[src/rtl/spi_flash_cmd_engine.sv]
// SPI mode-0 command engine for W25Qxx-class serial flash.
// Sends opcode / address / dummy, then streams rd_len received bytes.
module spi_flash_cmd_engine #(
    parameter int CLK_DIV_HALF = 32,
    parameter int LEN_W        = 8
) (
    input  logic             sys_clk,
    input  logic             sys_rst_n,
    input  logic             start,
    input  logic [7:0]       opcode,
    input  logic [23:0]      addr,
    input  logic             addr_en,
    input  logic             dummy_en,
    input  logic [LEN_W-1:0] rd_len,
    output logic             busy,
    output logic             done,
    output logic [7:0]       rd_data,
    output logic             rd_valid,
    output logic             flash_cs_n,
    output logic             flash_clk,
    output logic             flash_mosi,
    input  logic             flash_miso
);

    localparam int CW = $clog2(2 * CLK_DIV_HALF) + 1;
    localparam logic [CW-1:0] H_M1  = CW'(CLK_DIV_HALF - 1);
    localparam logic [CW-1:0] H2_M1 = CW'(2 * CLK_DIV_HALF - 1);

    typedef enum logic [2:0] {
        S_IDLE,
        S_CMD,
        S_ADDR,
        S_DUMMY,
        S_READ,
        S_HOLD,
        S_DESEL
    } state_t;

    state_t           state_q, state_d, nxt;
    logic [CW-1:0]    cnt_q, cnt_d;
    logic             sclk_q, sclk_d;
    logic [2:0]       bit_q, bit_d;
    logic [1:0]       abyte_q, abyte_d;
    logic [LEN_W-1:0] byte_q, byte_d;
    logic [31:0]      sh_q, sh_d;
    logic [7:0]       rx_q, rx_d;
    logic             addr_en_q, addr_en_d;
    logic             dummy_en_q, dummy_en_d;
    logic             busy_q, busy_d;
    logic             done_q, done_d;
    logic [7:0]       rd_data_q, rd_data_d;
    logic             rd_valid_q, rd_valid_d;
    logic             cs_n_q, cs_n_d;
    logic             mosi_q, mosi_d;
    logic             bit_end;
    state_t           after_addr, after_dummy;

    always_ff @(posedge sys_clk or negedge sys_rst_n) begin
        if (!sys_rst_n) begin
            state_q    <= S_IDLE;
            cnt_q      <= '0;
            sclk_q     <= 1'b0;
            bit_q      <= '0;
            abyte_q    <= '0;
            byte_q     <= '0;
            sh_q       <= '0;
            rx_q       <= '0;
            addr_en_q  <= 1'b0;
            dummy_en_q <= 1'b0;
            busy_q     <= 1'b0;
            done_q     <= 1'b0;
            rd_data_q  <= '0;
            rd_valid_q <= 1'b0;
            cs_n_q     <= 1'b1;
            mosi_q     <= 1'b0;
        end else begin
            state_q    <= state_d;
            cnt_q      <= cnt_d;
            sclk_q     <= sclk_d;
            bit_q      <= bit_d;
            abyte_q    <= abyte_d;
            byte_q     <= byte_d;
            sh_q       <= sh_d;
            rx_q       <= rx_d;
            addr_en_q  <= addr_en_d;
            dummy_en_q <= dummy_en_d;
            busy_q     <= busy_d;
            done_q     <= done_d;
            rd_data_q  <= rd_data_d;
            rd_valid_q <= rd_valid_d;
            cs_n_q     <= cs_n_d;
            mosi_q     <= mosi_d;
        end
    end

    // A bit ends on the sys_clk edge that drives flash_clk low.
    assign bit_end     = sclk_q && (cnt_q == H_M1);
    assign after_dummy = (byte_q != '0) ? S_READ : S_HOLD;
    assign after_addr  = dummy_en_q ? S_DUMMY : after_dummy;

    always_comb begin
        state_d    = state_q;
        cnt_d      = cnt_q;
        sclk_d     = sclk_q;
        bit_d      = bit_q;
        abyte_d    = abyte_q;
        byte_d     = byte_q;
        sh_d       = sh_q;
        rx_d       = rx_q;
        addr_en_d  = addr_en_q;
        dummy_en_d = dummy_en_q;
        busy_d     = busy_q;
        done_d     = 1'b0;
        rd_data_d  = rd_data_q;
        rd_valid_d = 1'b0;
        cs_n_d     = cs_n_q;
        mosi_d     = mosi_q;
        nxt        = state_q;

        unique case (state_q)
            S_IDLE: begin
                if (start && !done_q) begin
                    state_d    = S_CMD;
                    busy_d     = 1'b1;
                    cs_n_d     = 1'b0;
                    sclk_d     = 1'b0;
                    cnt_d      = '0;
                    bit_d      = '0;
                    abyte_d    = '0;
                    byte_d     = rd_len;
                    sh_d       = {opcode, addr};
                    rx_d       = '0;
                    mosi_d     = opcode[7];
                    addr_en_d  = addr_en;
                    dummy_en_d = dummy_en;
                end
            end
            S_CMD, S_ADDR, S_DUMMY, S_READ: begin
                if (cnt_q == H_M1) begin
                    cnt_d  = '0;
                    sclk_d = !sclk_q;
                end else begin
                    cnt_d = cnt_q + CW'(1);
                end
                if (bit_end) begin
                    bit_d = bit_q + 3'd1;
                    sh_d  = {sh_q[30:0], 1'b0};
                    if (state_q == S_READ) begin
                        rx_d = {rx_q[6:0], flash_miso};
                    end
                    if (bit_q == 3'd7) begin
                        unique case (state_q)
                            S_CMD:   nxt = addr_en_q ? S_ADDR : after_addr;
                            S_ADDR: begin
                                if (abyte_q == 2'd2) begin
                                    nxt = after_addr;
                                end else begin
                                    abyte_d = abyte_q + 2'd1;
                                end
                            end
                            S_DUMMY: nxt = after_dummy;
                            S_READ: begin
                                rd_data_d  = {rx_q[6:0], flash_miso};
                                rd_valid_d = 1'b1;
                                byte_d     = byte_q - LEN_W'(1);
                                nxt = (byte_q == LEN_W'(1)) ? S_HOLD : S_READ;
                            end
                            default: ;
                        endcase
                    end
                    state_d = nxt;
                    mosi_d  = (nxt == S_CMD || nxt == S_ADDR) ? sh_q[30] : 1'b0;
                end
            end
            S_HOLD: begin
                if (cnt_q == H_M1) begin
                    cnt_d   = '0;
                    cs_n_d  = 1'b1;
                    state_d = S_DESEL;
                end else begin
                    cnt_d = cnt_q + CW'(1);
                end
            end
            S_DESEL: begin
                if (cnt_q == H2_M1) begin
                    cnt_d   = '0;
                    busy_d  = 1'b0;
                    done_d  = 1'b1;
                    state_d = S_IDLE;
                end else begin
                    cnt_d = cnt_q + CW'(1);
                end
            end
            default: state_d = S_IDLE;
        endcase
    end

    assign busy       = busy_q;
    assign done       = done_q;
    assign rd_data    = rd_data_q;
    assign rd_valid   = rd_valid_q;
    assign flash_cs_n = cs_n_q;
    assign flash_clk  = sclk_q;
    assign flash_mosi = mosi_q;

endmodule

[config.mk]
export PLATFORM = sky130hd
export DESIGN_NAME = spi_flash_cmd_engine
export DESIGN_NICKNAME = d
export VERILOG_FILES = /design/src/rtl/spi_flash_cmd_engine.sv
export SDC_FILE = /design/constraint.sdc
export NUM_CORES = 1
export LEC_CHECK = 0
export ABC_CLOCK_PERIOD_IN_PS = 2400
export CAP_MARGIN = 20
export CORE_ASPECT_RATIO = 0.9
export CORE_UTILIZATION = 45
export CTS_CLUSTER_SIZE = 40
export DETAILED_ROUTE_END_ITERATION = 6
export PLACE_DENSITY = 0.66
export RECOVER_POWER = 50
export SLEW_MARGIN = 40
export SYNTH_ARGS = -nofsm -noshare
export SYNTH_HDL_FRONTEND = slang
export SYNTH_SLANG_ARGS = --single-unit
export TNS_END_PERCENT = 5
[constraint.sdc]
create_clock -name sys_clk -period 2.4 [get_ports sys_clk]
set_input_delay 0.24 -clock sys_clk [delete_from_list [all_inputs] [get_ports sys_clk]]
set_output_delay 0.24 -clock sys_clk [all_outputs]
set_load 0.02 [all_outputs]
==> results of run 1 <==
-- cells in the mapped netlist (2+ instances only) --
cell type  number  area share
a21o_1          3      0.0056
a21oi_1        19       0.024
a22o_1          4      0.0087
a22oi_1         2      0.0037
a31oi_1         6      0.0093
buf_2          17       0.021
buf_4           2      0.0037
buf_6           4       0.011
clkbuf_1        3      0.0028
dfrtp_1        76        0.47
ha_1            7       0.022
inv_1          10      0.0093
mux2_2         11       0.031
mux2i_1        31       0.077
nand2_1        64       0.059
nand2b_1        6      0.0093
nand3_1        17       0.021
nand3b_1        2      0.0037
nand4b_1        2      0.0043
nor2_1         17       0.016
nor2_4          2      0.0056
nor2b_1         3      0.0046
nor3_1          7      0.0087
nor3b_1         3      0.0056
o211ai_1        4      0.0074
o21ai_0        35       0.043
o21ai_1        23       0.028
o22ai_1         6      0.0093
or3_1           3      0.0046
-- metal layers --
metal / up-vias / wire (um) / global-route usage
met4: 0 / 64 / 0.0571
met5: - / 0 / 0
li1: 1601 / - / -
met2: 100 / 4020 / 0.314
met3: 7 / 469 / 0.0526
met1: 1529 / 4270 / 0.286
-- critical path: cells and delay by family, from the launching register on --
kind,cells,cell delay [ns]
AND/OR/NAND/NOR,4,0.74
AO/OA/AOI/OAI,1,0.56
adder cells (fa/ha/maj),1,0.26
flip-flops,1,0.42
-- final timing paths --
check / from / endpoint / slack [ns] / cells after the start
setup / recovery: cnt_q[0] / rx_q[5] / 0.30 / 6
hold / removal: addr[0] / sh_q[0] / 0.47 / 3
setup reg to reg: cnt_q[0] / rx_q[5] / 0.30 / 6
hold reg to reg: sh_q[5] / sh_q[5] / 0.49 / 2
max in group asynchronous: sys_rst_n / abyte_q[0] / 0.59 / 3
min in group asynchronous: sys_rst_n / byte_q[7] / 0.53 / 2
-- state kept, by name, indices dropped and copies added (netlist names) --
register	cells
abyte_q	2
addr_en_q	1
bit_q	3
busy	1
byte_q	8
cnt_q	7
done	1
dummy_en_q	1
flash_clk	1
flash_cs_n	1
flash_mosi	1
rd_data	8
rd_valid	1
rx_q	7
sh_q	31
state_q	3
-- logic make-up (layout without fill, tap and decap cells) --
kind of cell    count (synthesis)  after routing
mux                            42             42
simple gates                  138            138
xor+xnor                        1              1
compound gates                117            117
fa+ha+maj                       7              7
buf+inv                        37             96
flops                          77             77
-- power breakdown --
part	switching (mW)	total (mW)	internal, mW
logic	0.0474	0.121	0.0731
registers	0.00487	1.30	1.30
clock network	0.490	1.18	0.687
total	0.542	2.60	2.06
-- cell type report --
class / instances / area (um^2)
clock inverters: 6 / 113
fillers: 794 / 3680
flip-flops and latches: 77 / 1930
multi-input cells: 305 / 1920
well taps: 119 / 149
clock buffers: 9 / 124
repair buffers: 71 / 704
inverters: 10 / 37.5
-- repair_timing --
action	CTS	global route
endpoints found under the setup margin	0	0
hold buffers	1	0
endpoints found under the hold margin	30	0
==> key figures, run 1 <==
Clock network
  – Clock Tree Buf Depth: 2
  – Clk root buf: clkbuf_8
  – H-Tree Depth: 3
  – Worst skew pair latency: between 0.3 and 0.4 ns
  – Worst-path clk slew: 0.08 ns
  – TritonCTS Buffers: 9
  – Sink Count: 77
  – CTS tree: built
  – Post-CTS Setup Bufs: 0
  – CTS resizes: 0

Placement
  – Dpl cell area: 4740 um^2
  – Pre-CTS setup slack: 0.337 ns
  – Dpl cells: roughly 580
  – Dpl hpwl: 6130 um
  – Final Wtd Congestion: 0.925
  – Port Buffers: 59

Setup path
  – Critical Path Start Type: register
  – CP max stage delay: 0.56 ns
  – Crit path arrival time: 2.33 ns
  – Critical path data required time: 2.63 ns
  – Worst Setup End Kind: register
  – Slowest stage cell on the critical path: a31oi_1
  – Worst-path cell chain: ha_1 -> and4_1 -> a31oi_1 -> nor2_1 -> nand3_1 -> nand2_1
  – CP Max Fanout: 8
  – Setup CP Type: register to register

STA
  – Setup WS post-layout: 0.300 ns
  – Crit share post-route: 0.875
  – Max Slew Vio Count: 0
  – Final hold vios: 0
  – RSZ-0062 raised after global routing: no
  – Final setup fails: 0
  – Post-layout min period: ~2.1 ns
  – Final Hold Slack: ~0.47 ns
  – Max-slew headroom: 0.410
  – Fin Setup TNS: 0 ns
  – Achievable Freq: 0.476 GHz
  – Least-Margin Pin Slew: 0.885 ns
  – Clock skew: 0.00525 ns

Logic synthesis
  – Unique masters post-synth: just under 60
  – Synth Area in Compound Gates: 0.172
  – Async set-reset flop share out of synthesis: 1.00
  – Adder-cell share of the synthesized area: 0.0217
  – Post-synthesis sequential area ratio: 0.477
  – Yosys warnings: 0
  – Post-Syn Area: between 4000 and 5000 um^2
  – Dominant synthesized flop cell: dfrtp_1
  – Syn Inst Count: 419
  – Largest family of logic cells by synthesized area: compound AO/OA/AOI/OAI gates
  – Multiplexer share of the synthesized area: 0.107
  – Post-synth EDFFs: 0
  – Synthesized Nets: 472
  – Post-Synth XOR/XNOR Area: 0.00217
  – Yosys reg bits: just under 80
  – Average size of a mapped cell: 9.65 um^2
  – Synth Area in Simple Gates: 0.170

Run status
  – Status: finished clean

Routing
  – Drt pass-1 iters: 5
  – Via/cell ratio: 5.42
  – Antenna-violating nets left: 0
  – DRC viols: 0
  – Post-Route WL: 8830 um
  – Detailed Route Iter0 Violations: 134
  – Vias: 3237
  – WL per Instance: 14.8 um

Floorplanning
  – Die footprint: 9360 um^2
  – # rows: 32
  – Die height: 91.9 um
  – Core outline area: ~8600 um^2
  – Starting Density: 0.467
  – I/O pin total: 60
  – Die W: between 100 and 150 um

Cells and area
  – Core Util, Final: 0.575
  – Layout cell share with drive strength beyond 1: 0.0962
  – Post-route cell area: around 5000 um^2
  – Most common cell after layout, fill and taps aside: dfrtp_1
  – Most frequent cells in the layout: dfrtp_1 (76), nand2_1 (63), clkdlybuf4s50_1 (51)
  – Antenna Cells: 0
  – Area growth syn-to-layout: 23.0%
  – Nets@finish: 527
  – Post-Layout Cell Count: 597

Global route
  – Vias in the first global route: approximately 3200
  – Global-route wire length before repair: 14900 um
  – Largest net degree at the start of global routing: 35
  – Global route overflow: 0
  – GRT Overall Usage: 0.205
  – Initial antenna violation count: 0

Power
  – Pwr Total: 2.60 mW
  – VDD IR max: 0.256 mV
  – Lkg Pwr: 2.07 nW
  – Power density cells: 523 nW/um^2

Worst hold path
  – Hold Crit Class: primary input to register

Run
  – Max cap viols: 0
Note: power is estimated with default switching activity, not from simulation.
==> inputs of run 2 (changes only) <==
--- a/config.mk
+++ b/config.mk
@@ -8,12 +8,13 @@
 export ABC_CLOCK_PERIOD_IN_PS = 2400
 export CAP_MARGIN = 20
 export CORE_ASPECT_RATIO = 0.9
+export CORE_MARGIN = 8
 export CORE_UTILIZATION = 45
 export CTS_CLUSTER_SIZE = 40
 export DETAILED_ROUTE_END_ITERATION = 6
 export PLACE_DENSITY = 0.66
 export RECOVER_POWER = 50
-export SLEW_MARGIN = 40
+export SLEW_MARGIN = 25
 export SYNTH_ARGS = -nofsm -noshare
 export SYNTH_HDL_FRONTEND = slang
 export SYNTH_SLANG_ARGS = --single-unit
==> run 2 against run 1 <==
  * Power is 1.3% higher
  * First-iteration DRC count is 57% higher
  * Critical path type unchanged
  * Largest cell class unchanged
  * Clock skew up 0.0041 ns
  * Sequential cell count is the same
  * Global-route usage down 4.9 points
  * Routed wire length grew 2.3%
  * Worst hold slack hardly changed
  * Sequential power about the same
==> key figures, run 2 (synthesis gave the netlist of run 1 again) <==
Routing
  – WL per Instance: 15.1 um
  – Antenna-violating nets left: 0
  – Via/cell ratio: 5.40
  – Vias: 3224
  – Post-Route WL: 9030 um
  – DRC viols: 0
  – Detailed Route Iter0 Violations: 210
  – Drt pass-1 iters: 4

Global route
  – Global route overflow: 0
  – GRT Overall Usage: 0.155
  – Global-route wire length before repair: between 15000 and 20000 um
  – Initial antenna violation count: 0
  – Vias in the first global route: around 3200
  – Largest net degree at the start of global routing: 78

Setup path
  – Critical Path Start Type: register
  – CP Max Fanout: 9
  – Critical path data required time: 2.64 ns
  – Worst Setup End Kind: register
  – Crit path arrival time: 2.29 ns
  – Setup CP Type: register to register

Run status
  – Status: finished clean

Cells and area
  – Most frequent cells in the layout: dfrtp_1 (76), nand2_1 (63), clkdlybuf4s50_1 (51)
  – Most common cell after layout, fill and taps aside: dfrtp_1
  – Largest register FFs: 31
  – Antenna Cells: 0
  – Layout cell share with drive strength beyond 1: 0.103
  – Area growth syn-to-layout: 23.3%
  – Nets@finish: between 500 and 600
  – Post-route cell area: 4980 um^2
  – Biggest register: sh_q

Power
  – Lkg Pwr: 2.08 nW
  – Pwr Total: ~2.6 mW
  – Power density cells: 529 nW/um^2
  – VDD IR max: between 0.4 and 0.5 mV

Placement
  – Dpl cell area: between 4000 and 5000 um^2
  – Port Buffers: 59
  – Dpl hpwl: 6310 um
  – Final Wtd Congestion: 0.949

Run
  – Max cap viols: 0

Floorplanning
  – Die footprint: between 10000 and 15000 um^2
  – I/O pin total: 60
  – Die height: 106 um
  – Core outline area: 8650 um^2
  – # rows: 32
  – Die W: 116 um
  – Starting Density: 0.467

STA
  – Max-slew headroom: 0.307
  – Final setup fails: 0
  – Post-layout min period: 2.06 ns
  – RSZ-0062 raised after global routing: no
  – Max Slew Vio Count: 0
  – Clock skew: 0.00936 ns
  – Final hold vios: 0
  – Final Hold Slack: between 0.4 and 0.5 ns
  – Least-Margin Pin Slew: between 1 and 1.5 ns
  – Achievable Freq: 0.486 GHz
  – Crit share post-route: 0.857
  – Fin Setup TNS: 0 ns

Clock network
  – Worst skew pair latency: between 0.3 and 0.4 ns
  – CTS tree: built
  – Clock Tree Buf Depth: 2
  – H-Tree Depth: 3
  – TritonCTS Buffers: 9
  – Sink Count: 77
  – Worst-path clk slew: 0.08 ns
  – Clk root buf: clkbuf_8

Worst hold path
  – Hold Crit Class: primary input to register
-- run 2: what timing repair did --
action	4_1_cts	5_1_grt
buffers inserted	0	0
setup endpoints to repair	0	0
hold buffers	1	0
endpoints found under the hold margin	76	0
resized for setup	0	0
-- run 2: report_power, final --
part,internal [mW],switching [mW],leakage (nW)
Combinational,0.0733,0.0460,0.950
Clock,0.719,0.494,0.123
Sequential,1.30,0.00435,1.00
-- run 2: critical path, stage by stage (launching register included) --
cell and delay [ns]:
dfrtp_1 0.36, ha_1 0.15, ha_1 0.33, and3b_1 0.24
nand2_1 0.11, nor3_4 0.36, mux2_2 0.39
-- run 2: final timing paths --
check	start	end	slack [ns]	cells past startpoint
worst max-delay path	bit_q[0]	rd_data[1]	0.34	6
max in group asynchronous	sys_rst_n	rx_q[1]	0.98	3
worst min-delay path	flash_miso	rx_q[0]	0.47	3
worst max register to register	bit_q[0]	rd_data[1]	0.34	6
min in group asynchronous	sys_rst_n	byte_q[6]	0.75	3
worst min register to register	bit_q[1]	bit_q[1]	0.48	2
-- run 2: layout make-up --
type / count / area (um^2)
Clock inverter: 5 / 108
Timing Repair Buffer: 71 / 706
Clock buffer: 10 / 138
Multi-Input combinational cell: 305 / 1920
Fill cell: 804 / 3670
Tap cell: 119 / 149
Sequential cell: 77 / 1930
Inverter: 10 / 37.5
-- run 2: layer usage --
| metal | vias to the layer above | track usage | wire (um) |
|---|---|---|---|
| met4 | 0 | 0.0416 | 117 |
| met2 | 82 | 0.234 | 4140 |
| met1 | 1533 | 0.206 | 4120 |
| met5 | - | 0 | 0 |
| met3 | 12 | 0.0554 | 646 |
| li1 | 1597 | - | - |
-- run 2: through the flow --
stage,util,worst slack (ns),std cells
after floorplan,-,0.499,419
after global placement,0.548,0.353,581
after detailed placement,0.548,0.328,581
after CTS,0.578,0.321,597
after global routing,0.576,0.159,597
final,0.576,0.343,597
